<file path="config.mk">
export PLATFORM = sky130hd
export DESIGN_NAME = dma_priority_arbiter
export DESIGN_NICKNAME = d
export VERILOG_FILES = /design/src/rtl/dma_priority_arbiter.sv
export SDC_FILE = /design/constraint.sdc
export NUM_CORES = 1
export LEC_CHECK = 0
export BUFFER_PORTS_ARGS = -buffer_cell sky130_fd_sc_hd__clkbuf_2
export CAP_MARGIN = 20
export CORE_MARGIN = 3
export CORE_UTILIZATION = 49
export CTS_BUF_LIST = sky130_fd_sc_hd__clkbuf_8
export DETAILED_ROUTE_END_ITERATION = 6
export PLACE_DENSITY_LB_ADDON = 0.08
export SYNTH_ARGS = -nofsm -noshare
export SYNTH_HDL_FRONTEND = slang
export SYNTH_SLANG_ARGS = --single-unit
</file>
<file path="constraint.sdc">
create_clock -name Clock -period 1.6 [get_ports Clock]
set_input_delay 0.32 -clock Clock [delete_from_list [all_inputs] [get_ports Clock]]
set_output_delay 0.32 -clock Clock [all_outputs]
set_load 0.05 [all_outputs]
</file>
<file path="src/rtl/dma_priority_arbiter.sv">
// Channel arbiter and Hrq/Hlda bus-hold sequencer for the 8237A DMA model.
// Chooses one winning channel, drives one-hot Dack and tracks rotating priority.
module dma_priority_arbiter #(
    parameter int NUM_CH           = 4,
    parameter int DREQ_ACTIVE_LOW  = 0,
    parameter int DACK_ACTIVE_HIGH = 0
) (
    input  logic              Clock,
    input  logic              Reset,
    input  logic [NUM_CH-1:0] Dreq,
    input  logic              Hlda,
    input  logic [NUM_CH-1:0] Mask,
    input  logic [NUM_CH-1:0] SoftReq,
    input  logic              RotatingPriority,
    input  logic              ControllerDisable,
    input  logic              XferDone,
    output logic              Hrq,
    output logic [NUM_CH-1:0] Dack,
    output logic [1:0]        ActiveCh,
    output logic              ChValid,
    output logic [1:0]        HighestPri
);

    localparam logic [NUM_CH-1:0] DACK_IDLE = (DACK_ACTIVE_HIGH != 0) ? '0 : '1;

    typedef enum logic [1:0] {
        IDLE,
        REQ,
        GRANT,
        RELEASE
    } state_t;

    state_t            state_q, state_d;
    logic              hrq_q, hrq_d;
    logic [NUM_CH-1:0] dack_q, dack_d;
    logic [1:0]        ch_q, ch_d;
    logic              valid_q, valid_d;
    logic [1:0]        hp_q, hp_d;

    logic [NUM_CH-1:0] dreq_act;
    logic [NUM_CH-1:0] eff;
    logic              any_req;
    logic [1:0]        win;
    logic              win_found;
    logic [1:0]        idx;
    logic [NUM_CH-1:0] win_oh;

    assign dreq_act = (DREQ_ACTIVE_LOW != 0) ? ~Dreq : Dreq;
    assign eff      = ControllerDisable ? '0 : ((dreq_act & ~Mask) | SoftReq);
    assign any_req  = |eff;

    // Scan from the highest-priority channel upward; 2-bit index wraps mod 4.
    always_comb begin
        win       = hp_q;
        win_found = 1'b0;
        idx       = '0;
        for (int unsigned k = 0; k < NUM_CH; k++) begin
            idx = hp_q + k[1:0];
            if (!win_found && eff[idx]) begin
                win_found = 1'b1;
                win       = idx;
            end
        end
    end

    assign win_oh = {{(NUM_CH-1){1'b0}}, 1'b1} << win;

    always_comb begin
        state_d = state_q;
        hrq_d   = hrq_q;
        dack_d  = dack_q;
        ch_d    = ch_q;
        valid_d = valid_q;
        hp_d    = RotatingPriority ? hp_q : '0;

        case (state_q)
            IDLE: begin
                hrq_d = 1'b0;
                if (any_req) begin
                    state_d = REQ;
                    hrq_d   = 1'b1;
                end
            end
            REQ: begin
                hrq_d = 1'b1;
                if (Hlda && any_req) begin
                    state_d = GRANT;
                    dack_d  = (DACK_ACTIVE_HIGH != 0) ? win_oh : ~win_oh;
                    ch_d    = win;
                    valid_d = 1'b1;
                end else if (Hlda) begin
                    state_d = RELEASE;
                    hrq_d   = 1'b0;
                end else if (!any_req) begin
                    state_d = IDLE;
                    hrq_d   = 1'b0;
                end
            end
            GRANT: begin
                // Completion takes precedence over a simultaneous Hlda drop.
                if (XferDone) begin
                    state_d = RELEASE;
                    dack_d  = DACK_IDLE;
                    valid_d = 1'b0;
                    hrq_d   = 1'b0;
                    if (RotatingPriority) begin
                        hp_d = ch_q + 2'd1;
                    end
                end else if (!Hlda) begin
                    state_d = IDLE;
                    dack_d  = DACK_IDLE;
                    valid_d = 1'b0;
                    hrq_d   = 1'b0;
                end
            end
            RELEASE: begin
                hrq_d = 1'b0;
                if (!Hlda) begin
                    state_d = IDLE;
                end
            end
            default: begin
                state_d = IDLE;
                hrq_d   = 1'b0;
                dack_d  = DACK_IDLE;
                valid_d = 1'b0;
            end
        endcase
    end

    always_ff @(posedge Clock or posedge Reset) begin
        if (Reset) begin
            state_q <= IDLE;
            hrq_q   <= 1'b0;
            dack_q  <= DACK_IDLE;
            ch_q    <= '0;
            valid_q <= 1'b0;
            hp_q    <= '0;
        end else begin
            state_q <= state_d;
            hrq_q   <= hrq_d;
            dack_q  <= dack_d;
            ch_q    <= ch_d;
            valid_q <= valid_d;
            hp_q    <= hp_d;
        end
    end

    assign Hrq        = hrq_q;
    assign Dack       = dack_q;
    assign ActiveCh   = ch_q;
    assign ChValid    = valid_q;
    assign HighestPri = hp_q;

endmodule

</file>
==> results of run 1 <==
## metal layers
metal  GRT usage [%]  share of wire, %  up-vias  wire length, um
met1            27.8                45      345              811
met2            30.8                44       30              795
met5               0                 0        -                0
met4            10.5               2.2        0               40
li1                -                 -      369                -
met3            6.37               8.0        5              143
## worst max path at each step
stage                        from           to  slack, ns  cells after the start
global route           state_q[1]      Dack[1]       0.04                      6
floorplan           HighestPri[0]      Dack[1]      0.008                      5
finish                 state_q[1]      Dack[0]       0.13                      6
detailed placement        Dreq[3]      Dack[1]      -0.07                      6
CTS                    state_q[1]      Dack[1]       0.12                      6
global placement          Dreq[0]  ActiveCh[1]      -0.07                      7
## report_power, final
| part | total, mW | switching [mW] | internal (mW) |
|---|---|---|---|
| Sequential | 0.537 | 0.108 | 0.429 |
| Clock | 0.281 | 0.112 | 0.169 |
| Combinational | 0.729 | 0.483 | 0.246 |
| Total | 1.55 | 0.703 | 0.844 |
## critical path, stage by stage, from the launching register on
cell and delay, ns:
dfrtp_1 0.41, nor2_1 0.10, nand3_1 0.08, a31o_1 0.23, buf_4 0.16, a221o_1 0.27, o22a_1 0.16
## through the flow
step	setup slack [ns]	hold WS (ns)	area, um^2
2_1_floorplan	0.00822	0.182	754
3_3_place_gp	-0.0730	0.319	940
3_5_place_dp	-0.0740	0.318	940
4_1_cts	0.124	0.0590	985
5_1_grt	0.0408	0.0742	985
6_report	0.125	0.0539	985
## cell usage in the layout, fill, tap and decap left out, drive strengths merged, types with 3 or more instances in the layout
master / synthesis / final
clkbuf: 1 / 30
buf: 0 / 6
nand2: 6 / 6
dfrtp: 8 / 8
nor2b: 5 / 5
nor2: 6 / 6
o21ai: 4 / 4
dfstp: 4 / 4
a21o: 3 / 3
inv: 5 / 6
## cell type report
cell class	count	area (um^2)	share of cell area, %
well taps	15	18.8	1.91
clock inverters	1	3.75	0.381
inverters	5	18.8	1.91
multi-input cells	59	414	42.1
repair buffers	33	180	18.3
clock buffers	3	41.3	4.19
flip-flops and latches	12	308	31.3
## cell families (layout without fill, tap and decap cells)
kind of cell	Yosys count	count (layout)	share of synthesized area, %
AOI/OAI and AO/OA	32	32	34.3
xor gates and xnor gates	1	1	1.18
buffers and inverters	6	42	3.20
DFF	12	12	41.1
and+or+nand+nor	26	26	20.2
## synth_stat cells, types with 2 or more instances
master     count  share of area, %
a21o_1         3               3.0
a21oi_1        2               1.3
a2bb2oi_1      2               2.4
and2b_1        2               2.0
dfrtp_1        8                27
dfstp_2        4                14
inv_1          5               2.5
nand2_1        6               3.0
nor2_1         6               3.0
nor2b_1        2               1.7
nor2b_2        2               2.4
o211a_1        2               2.7
o21ai_0        3               2.0
o22a_1         2               2.4
o41ai_1        2               2.4
## flip-flops by register name, indices dropped and copies added (netlist names)
register	cells
state_q	2
ActiveCh	2
HighestPri	2
ChValid	1
Hrq	1
Dack	4
==> summary.txt, run 1 <==
Drt
  – Number of routed nets with antenna violations: 0
  – Count of routing violations after the opening detailed-route iteration: 9
  – Initial DRT Pass Iterations: 4
  – Routed WL: 1790 um
  – Total via count in the routed design: around 750
  – Wire length per cell: 14.0 um
  – Number of remaining DRC errors: 0
  – Detailed-route vias per instance: roughly 6

Floorplan
  – Number of placement rows: 13
  – I/O pin count: 28
  – Die Footprint: about 2000 um^2
  – Die X: 44.9 um
  – Starting utilization of the core area: between 50% and 60%
  – Core ar.: 1370 um^2
  – Die Span Y: around 45 um

Layout
  – Final cell count without fillers: between 100 and 150
  – Diodes inserted: 0
  – Nets: 132
  – Share of cells above drive strength 1: 41.6%
  – Final cell utilization of the core: 72.1%
  – Post-synthesis to final-layout area growth: 32.5%
  – Filler cells: 120

STA
  – RSZ-0062 raised after global routing: no
  – Headroom to the max-slew limit: between 60% and 70%
  – Number of pins exceeding their max-slew limit in the final report: 0
  – Total negative slack: 0 ns
  – Hold Fails Final Rpt: 0
  – Final cycle utilization of the critical path: 92.2%
  – Largest clock skew in the final design: 0.00115 ns
  – Least-Margin Pin Slew: 0.470 ns
  – Endpoints failing setup: 0
  – Minimum period implied by the final worst setup slack: 1.47 ns
  – Max Clk Rate: ~680 MHz

Pwr
  – Static leakage: 0.518 nW
  – Max VDD drop: 1.09 mV
  – Areal power density over the cells: roughly 1600 nW/um^2
  – Total power: between 1.5 and 2 mW

Clock network
  – Number of hold buffers added after CTS: 0
  – Clock tree buffer depth: 2
  – Number of gates resized after cts: 0
  – CTS tree: yes
  – Worst-path clk slew: 0.05 ns
  – Post-CTS Setup Bufs: 0
  – Deepest level of the CTS H-tree: 1
  – Clock latency of the later-clocked register in the worst-skew pair: 0.24 ns
  – Num CTS Buffers: 3
  – Root Buffer: clkbuf_8
  – # clock sinks: 12

Placed design
  – HPWL Detailed: 1400 um
  – IO buf count: 27
  – Gp weighted congestion: 0.839
  – Inst Count DP: 124

Logic synthesis
  – Sequential element share of the synthesized area: between 40% and 50%
  – Post-Synthesis Net Count: 95
  – Post-synthesis register bit count: 12
  – Number of flops mapped to enable cells by yosys: 0
  – Ys Warns: 0
  – Library cells used by synthesis: 41
  – Combined area of all synthesized cells: 743 um^2
  – FFs w/ async S/R, synth: 100%
  – Avg Inst Size Synth: 9.65 um^2
  – Dominant register cell in the synthesized netlist: dfrtp_1
  – Synthesized instance count: 77

Hold path
  – Path category of the worst min-delay check: in -> async

Run
  – Total of max-cap violations: 0

Global route
  – Global-route wire length before repair: 2970 um
  – Largest net degree at the start of global routing: 13
  – Vias in the first global route: 664
  – Initial antenna violation count: 0
  – Sum of overflow across all layers after global routing: 0
  – GRT Resource Usage Total: between 20% and 30%

Critical path
  – Maximum fanout along the worst path: 4
  – Category of the worst setup path capture point: flip-flop
  – Arrival @ worst endpoint: between 1.5 and 2 ns
  – Critical Path Start Type: flip-flop
  – R2r startpoint: state_q[1]
  – Required time of the critical path: 1.77 ns
  – Destination of the worst register-to-register timing path: Dack[0]
  – Worst reg-to-reg setup slack: between 0.1 and 0.15 ns
  – Start-to-end type of the worst setup path: reg -> reg
  – Worst Reg-to-Reg Cells: 6

Run status
  – Status: finished clean
Note: power is estimated with default switching activity, not from simulation.
==> inputs of run 2 (changes only) <==
- CELL_PAD_IN_SITES_DETAIL_PLACEMENT: unset -> 2
- CELL_PAD_IN_SITES_GLOBAL_PLACEMENT: unset -> 2
- CORE_UTILIZATION: 49 -> 29
==> summary.txt, run 2 (synthesis gave the netlist of run 1 again) <==
Run status
  – Status: finished clean

Critical path
  – Worst path max stage delay: 0.43 ns
  – Arrival @ worst endpoint: 1.69 ns
  – Category of the worst setup path capture point: flip-flop
  – Start-to-end type of the worst setup path: in -> reg
  – Slowest library cell on the worst path: o41ai_1
  – Required time of the critical path: 1.78 ns
  – Critical Path Start Type: input pin
  – Worst-path cell chain: clkbuf_2, nor2b_2, o41ai_1, a222oi_1, a211oi_1, buf_4, a21o_1
  – Maximum fanout along the worst path: 4

Layout
  – Multi-input logic area: 420 um^2
  – Filler cells: 269
  – Post-synthesis to final-layout area growth: 39.9%
  – Sequential standard cell area: 308 um^2
  – Share of cells above drive strength 1: 44.8%
  – Nets: 135
  – Leading cell types in the layout, fill and taps excluded: 27 x clkbuf_2, 9 x buf_4, 6 x dfrtp_1, 6 x nor2_1, 6 x nand2_1
  – Number of flip-flops in the largest register: 4
  – Diodes inserted: 0
  – Design Area, Final: slightly above 1000 um^2
  – Most common cell after layout, fill and taps aside: clkbuf_2

Drt
  – Initial DRT Pass Iterations: 4
  – Total via count in the routed design: between 700 and 800
  – Number of routed nets with antenna violations: 0
  – Detailed-route vias per instance: between 5 and 6
  – Count of routing violations after the opening detailed-route iteration: 17
  – Routed WL: 2360 um
  – Wire length per cell: 16.4 um
  – Number of remaining DRC errors: 0

Floorplan
  – I/O pin count: 28
  – Die Span Y: roughly 57 um
  – Starting utilization of the core area: 32.1%
  – Die Footprint: 3210 um^2
  – Die X: 56.6 um
  – Number of placement rows: 17
  – Core ar.: between 2000 and 2500 um^2

Pwr
  – Max VDD drop: approximately 0.96 mV
  – Fraction of power consumed by combinational cells: 46.2%
  – Areal power density over the cells: about 1600 nW/um^2
  – Static leakage: approximately 0.54 nW
  – Total power: 1.62 mW
  – Switching share of total power: 44.6%
  – Portion of total power attributed to the clock network: 20.5%
  – Internal Power: between 0.8 and 0.9 mW
  – Total net switching power: about 0.72 mW
  – Sequential share of power: roughly a third

Placed design
  – IO buf count: 27
  – Cell Area, Placed: around 1000 um^2
  – Gp weighted congestion: ~0.82
  – HPWL Detailed: just under 2000 um

Global route
  – Initial antenna violation count: 0
  – Largest net degree at the start of global routing: 13
  – Vias in the first global route: 925
  – Global-route wire length before repair: between 4000 and 5000 um
  – Sum of overflow across all layers after global routing: 0
  – GRT Resource Usage Total: roughly 17%

Clock network
  – Root Buffer: clkbuf_8
  – CTS tree: yes
  – Clock latency of the later-clocked register in the worst-skew pair: 0.24 ns
  – Clock tree buffer depth: 2
  – Number of hold buffers added after CTS: 0
  – Worst-path clk slew: 0.05 ns
  – # clock sinks: 12
  – Deepest level of the CTS H-tree: 1
  – Num CTS Buffers: 3
  – Post-CTS Setup Bufs: 0
  – Number of gates resized after cts: 0

STA
  – Headroom to the max-slew limit: 71.4%
  – RSZ-0062 raised after global routing: no
  – Final cycle utilization of the critical path: about 94%
  – Number of pins exceeding their max-slew limit in the final report: 0
  – Least-Margin Pin Slew: 0.419 ns
  – Hold Fails Final Rpt: 0
  – Minimum period implied by the final worst setup slack: roughly 1.5 ns
  – Largest clock skew in the final design: around 0.0005 ns
  – Endpoints failing setup: 0
  – Max Clk Rate: between 600 and 700 MHz

Run
  – Total of max-cap violations: 0

Hold path
  – Path category of the worst min-delay check: in -> async
## run 2: worst paths after layout
kind,start,endpoint,slack (ns),depth (start not counted)
worst max-delay path,Dreq[0],ActiveCh[1],0.09,7
worst max register to register,HighestPri[0],Dack[0],0.14,4
worst min register to register,ChValid,ChValid,0.48,2
min in group Clock,RotatingPriority,HighestPri[0],0.30,2
max in group asynchronous,Reset,Dack[0],1.21,2
worst min-delay path,Reset,state_q[1],0.06,2
## run 2: area by class of cell
type	instances	share of cell area, %
well taps	28	3.37
clock buffers	4	5.29
repair buffers	36	19.5
multi-input cells	59	40.4
inverters	5	1.81
flip-flops and latches	12	29.6
## run 2: critical path: cells and delay by family
kind                   cells  cell delay, ns
buffers and inverters      2            0.26
AOI/OAI and AO/OA          4            0.94
and+or+nand+nor            1            0.17
## run 2: power groups by stage
stage | sequential (mW) | combinational, mW | clock [mW]
after global routing | 0.563 | 0.812 | 0.365
final | 0.538 | 0.747 | 0.332
after CTS | 0.541 | 0.753 | 0.338
after detailed placement | 0.546 | 0.750 | 0
after global placement | 0.538 | 0.734 | 0
after floorplan | 0.794 | 0.290 | 0
## run 2: metrics by stage
stage | hold slack [ns] | utilization [%] | TNS (ns) | worst slack [ns] | std cells
finish | 0.0555 | 44.8 | 0 | 0.0929 | 144
floorplan | 0.182 | - | 0 | 0.00822 | 77
CTS | 0.0764 | 44.6 | 0 | 0.115 | 144
global route | 0.0940 | 44.8 | 0 | 0.0139 | 144
detailed placement | 0.334 | 42.2 | -0.615 | -0.149 | 140
global placement | 0.330 | 42.2 | -0.504 | -0.105 | 140
## run 2: routing by layer
layer / share of wire [%] / routed length [um] / GRT usage (%)
met1: 44 / 1040 / 22.5
met2: 51 / 1200 / 29.0
met3: 5.2 / 122 / 5.06
met4: 0 / 0 / 2.03
met5: 0 / 0 / 0
==> inputs of run 3 (changes only) <==
- BUFFER_PORTS_ARGS: -buffer_cell sky130_fd_sc_hd__clkbuf_2 -> -buffer_cell sky130_fd_sc_hd__buf_2
==> summary.txt, run 3 (synthesis gave the netlist of run 1 again) <==
Run
  – Total of max-cap violations: 0

Hold path
  – Path category of the worst min-delay check: in -> async

Layout
  – Filler cells: roughly 260
  – Share of cells above drive strength 1: 46.6%
  – Sequential standard cell area: 308 um^2
  – Final cell utilization of the core: 44.7%
  – Leading cell types in the layout, fill and taps excluded: 27 x buf_2, 9 x buf_4, 6 x dfrtp_1, 6 x inv_1, 6 x nand2_1
  – Multi-input logic area: 427 um^2
  – Design Area, Final: between 1000 and 1500 um^2
  – Most common cell after layout, fill and taps aside: buf_2
  – Post-synthesis to final-layout area growth: 39.4%
  – Number of flip-flops in the largest register: 4
  – Final cell count without fillers: 144
  – Diodes inserted: 0
  – Nets: 135

Drt
  – Routed WL: 2490 um
  – Total via count in the routed design: 796
  – Wire length per cell: about 17 um
  – Number of remaining DRC errors: 0
  – Number of routed nets with antenna violations: 0
  – Count of routing violations after the opening detailed-route iteration: 10
  – Detailed-route vias per instance: 5.53
  – Initial DRT Pass Iterations: 4

Global route
  – Largest net degree at the start of global routing: 13
  – Vias in the first global route: 845
  – GRT Resource Usage Total: between 10% and 20%
  – Global-route wire length before repair: 4160 um
  – Initial antenna violation count: 0
  – Sum of overflow across all layers after global routing: 0

Critical path
  – Critical Path Start Type: input pin
  – Category of the worst setup path capture point: flip-flop
  – Start-to-end type of the worst setup path: in -> reg
  – Worst-path cell chain: buf_2, nor2b_2, buf_4, o41ai_1, a22oi_1, a221o_2, o21ai_1
  – Maximum fanout along the worst path: 4
  – Required time of the critical path: 1.74 ns
  – Arrival @ worst endpoint: 1.70 ns
  – Worst path max stage delay: 0.36 ns
  – Slowest library cell on the worst path: a221o_2

STA
  – Largest clock skew in the final design: roughly 0.0023 ns
  – Headroom to the max-slew limit: 67.8%
  – Minimum period implied by the final worst setup slack: 1.56 ns
  – Max Clk Rate: 641 MHz
  – Least-Margin Pin Slew: 0.483 ns
  – RSZ-0062 raised after global routing: yes
  – Hold Fails Final Rpt: 0
  – Number of pins exceeding their max-slew limit in the final report: 0
  – Endpoints failing setup: 0
  – Final cycle utilization of the critical path: between 90% and 100%

Pwr
  – Max VDD drop: just under 1 mV
  – Total power: 1.60 mW
  – Switching share of total power: around 46%
  – Internal Power: 0.855 mW
  – Areal power density over the cells: 1540 nW/um^2
  – Portion of total power attributed to the clock network: 17.5%
  – Sequential share of power: roughly 34%
  – Static leakage: 0.530 nW
  – Fraction of power consumed by combinational cells: 48.2%
  – Total net switching power: 0.741 mW

Clock network
  – Worst-path clk slew: 0.05 ns
  – Deepest level of the CTS H-tree: 1
  – Root Buffer: clkbuf_8
  – Clock tree buffer depth: 2
  – Clock latency of the later-clocked register in the worst-skew pair: 0.24 ns
  – Post-CTS Setup Bufs: 0
  – CTS tree: yes
  – # clock sinks: 12
  – Number of hold buffers added after CTS: 0
  – Num CTS Buffers: 3

Floorplan
  – Core ar.: 2320 um^2
  – I/O pin count: 28
  – Die Footprint: 3210 um^2
  – Die X: 56.6 um
  – Number of placement rows: 17
  – Die Span Y: about 57 um
  – Starting utilization of the core area: 32.1%

Placed design
  – Gp weighted congestion: 0.825
  – Cell Area, Placed: 978 um^2
  – HPWL Detailed: 1920 um
  – IO buf count: 27
  – Inst Count DP: between 100 and 150

Run status
  – Status: finished clean
==> run 3: worst max-delay path, delay by kind of cell <==
family                 cells  cell delay, ns
AOI/OAI and AO/OA          4            1.01
buffers and inverters      2            0.22
and+or+nand+nor            1            0.16
==> run 3: path summary, 6_finish.rpt <==
| path | startpoint | end | slack (ns) | cells after the start |
|---|---|---|---|---|
| min | Reset | state_q[0] | 0.09 | 2 |
| min reg2reg | ChValid | ChValid | 0.48 | 2 |
| min in group Clock | RotatingPriority | HighestPri[1] | 0.31 | 2 |
| max reg2reg | state_q[1] | Dack[0] | 0.05 | 6 |
| max in group asynchronous | Reset | HighestPri[0] | 1.16 | 2 |
| max | Dreq[0] | ActiveCh[0] | 0.04 | 7 |
==> run 3: stage by stage <==
stage               setup WS, ns  hold slack [ns]  TNS, ns
floorplan                0.00822            0.182        0
global placement          -0.152            0.344   -0.717
detailed placement        -0.185            0.367   -0.937
CTS                       0.0123            0.106        0
global route             -0.0311            0.130  -0.0576
finish                    0.0403           0.0890        0
==> run 3: power by group through the flow <==
| stage | Sequential, mW | Clock [mW] | Combinational, mW |
|---|---|---|---|
| after floorplan | 0.794 | 0 | 0.290 |
| after global placement | 0.535 | 0 | 0.738 |
| after detailed placement | 0.545 | 0 | 0.757 |
| after CTS | 0.553 | 0.291 | 0.770 |
| after global routing | 0.567 | 0.306 | 0.829 |
| final | 0.547 | 0.279 | 0.770 |
==> run 3: what timing repair did <==
item | in CTS | in global routing
pin swaps | 0 | 0
gates resized for setup | 1 | 4
setup endpoints to repair | 2 | 3
==> run 3: layout make-up <==
type                    count  share of cell area [%]
multi-input cells          59                    41.2
flip-flops and latches     12                    29.7
repair buffers             36                    19.6
clock buffers               3                    3.99
well taps                  28                    3.38
inverters                   5                    1.81
clock inverters             1                   0.362
==> run 3: layer usage <==
layer	wire [um]	GRT usage (%)	up-vias
met5	0	0	-
met4	12	2.03	0
met3	114	4.37	2
met1	1060	19.8	395
met2	1300	31.0	23
li1	-	-	376
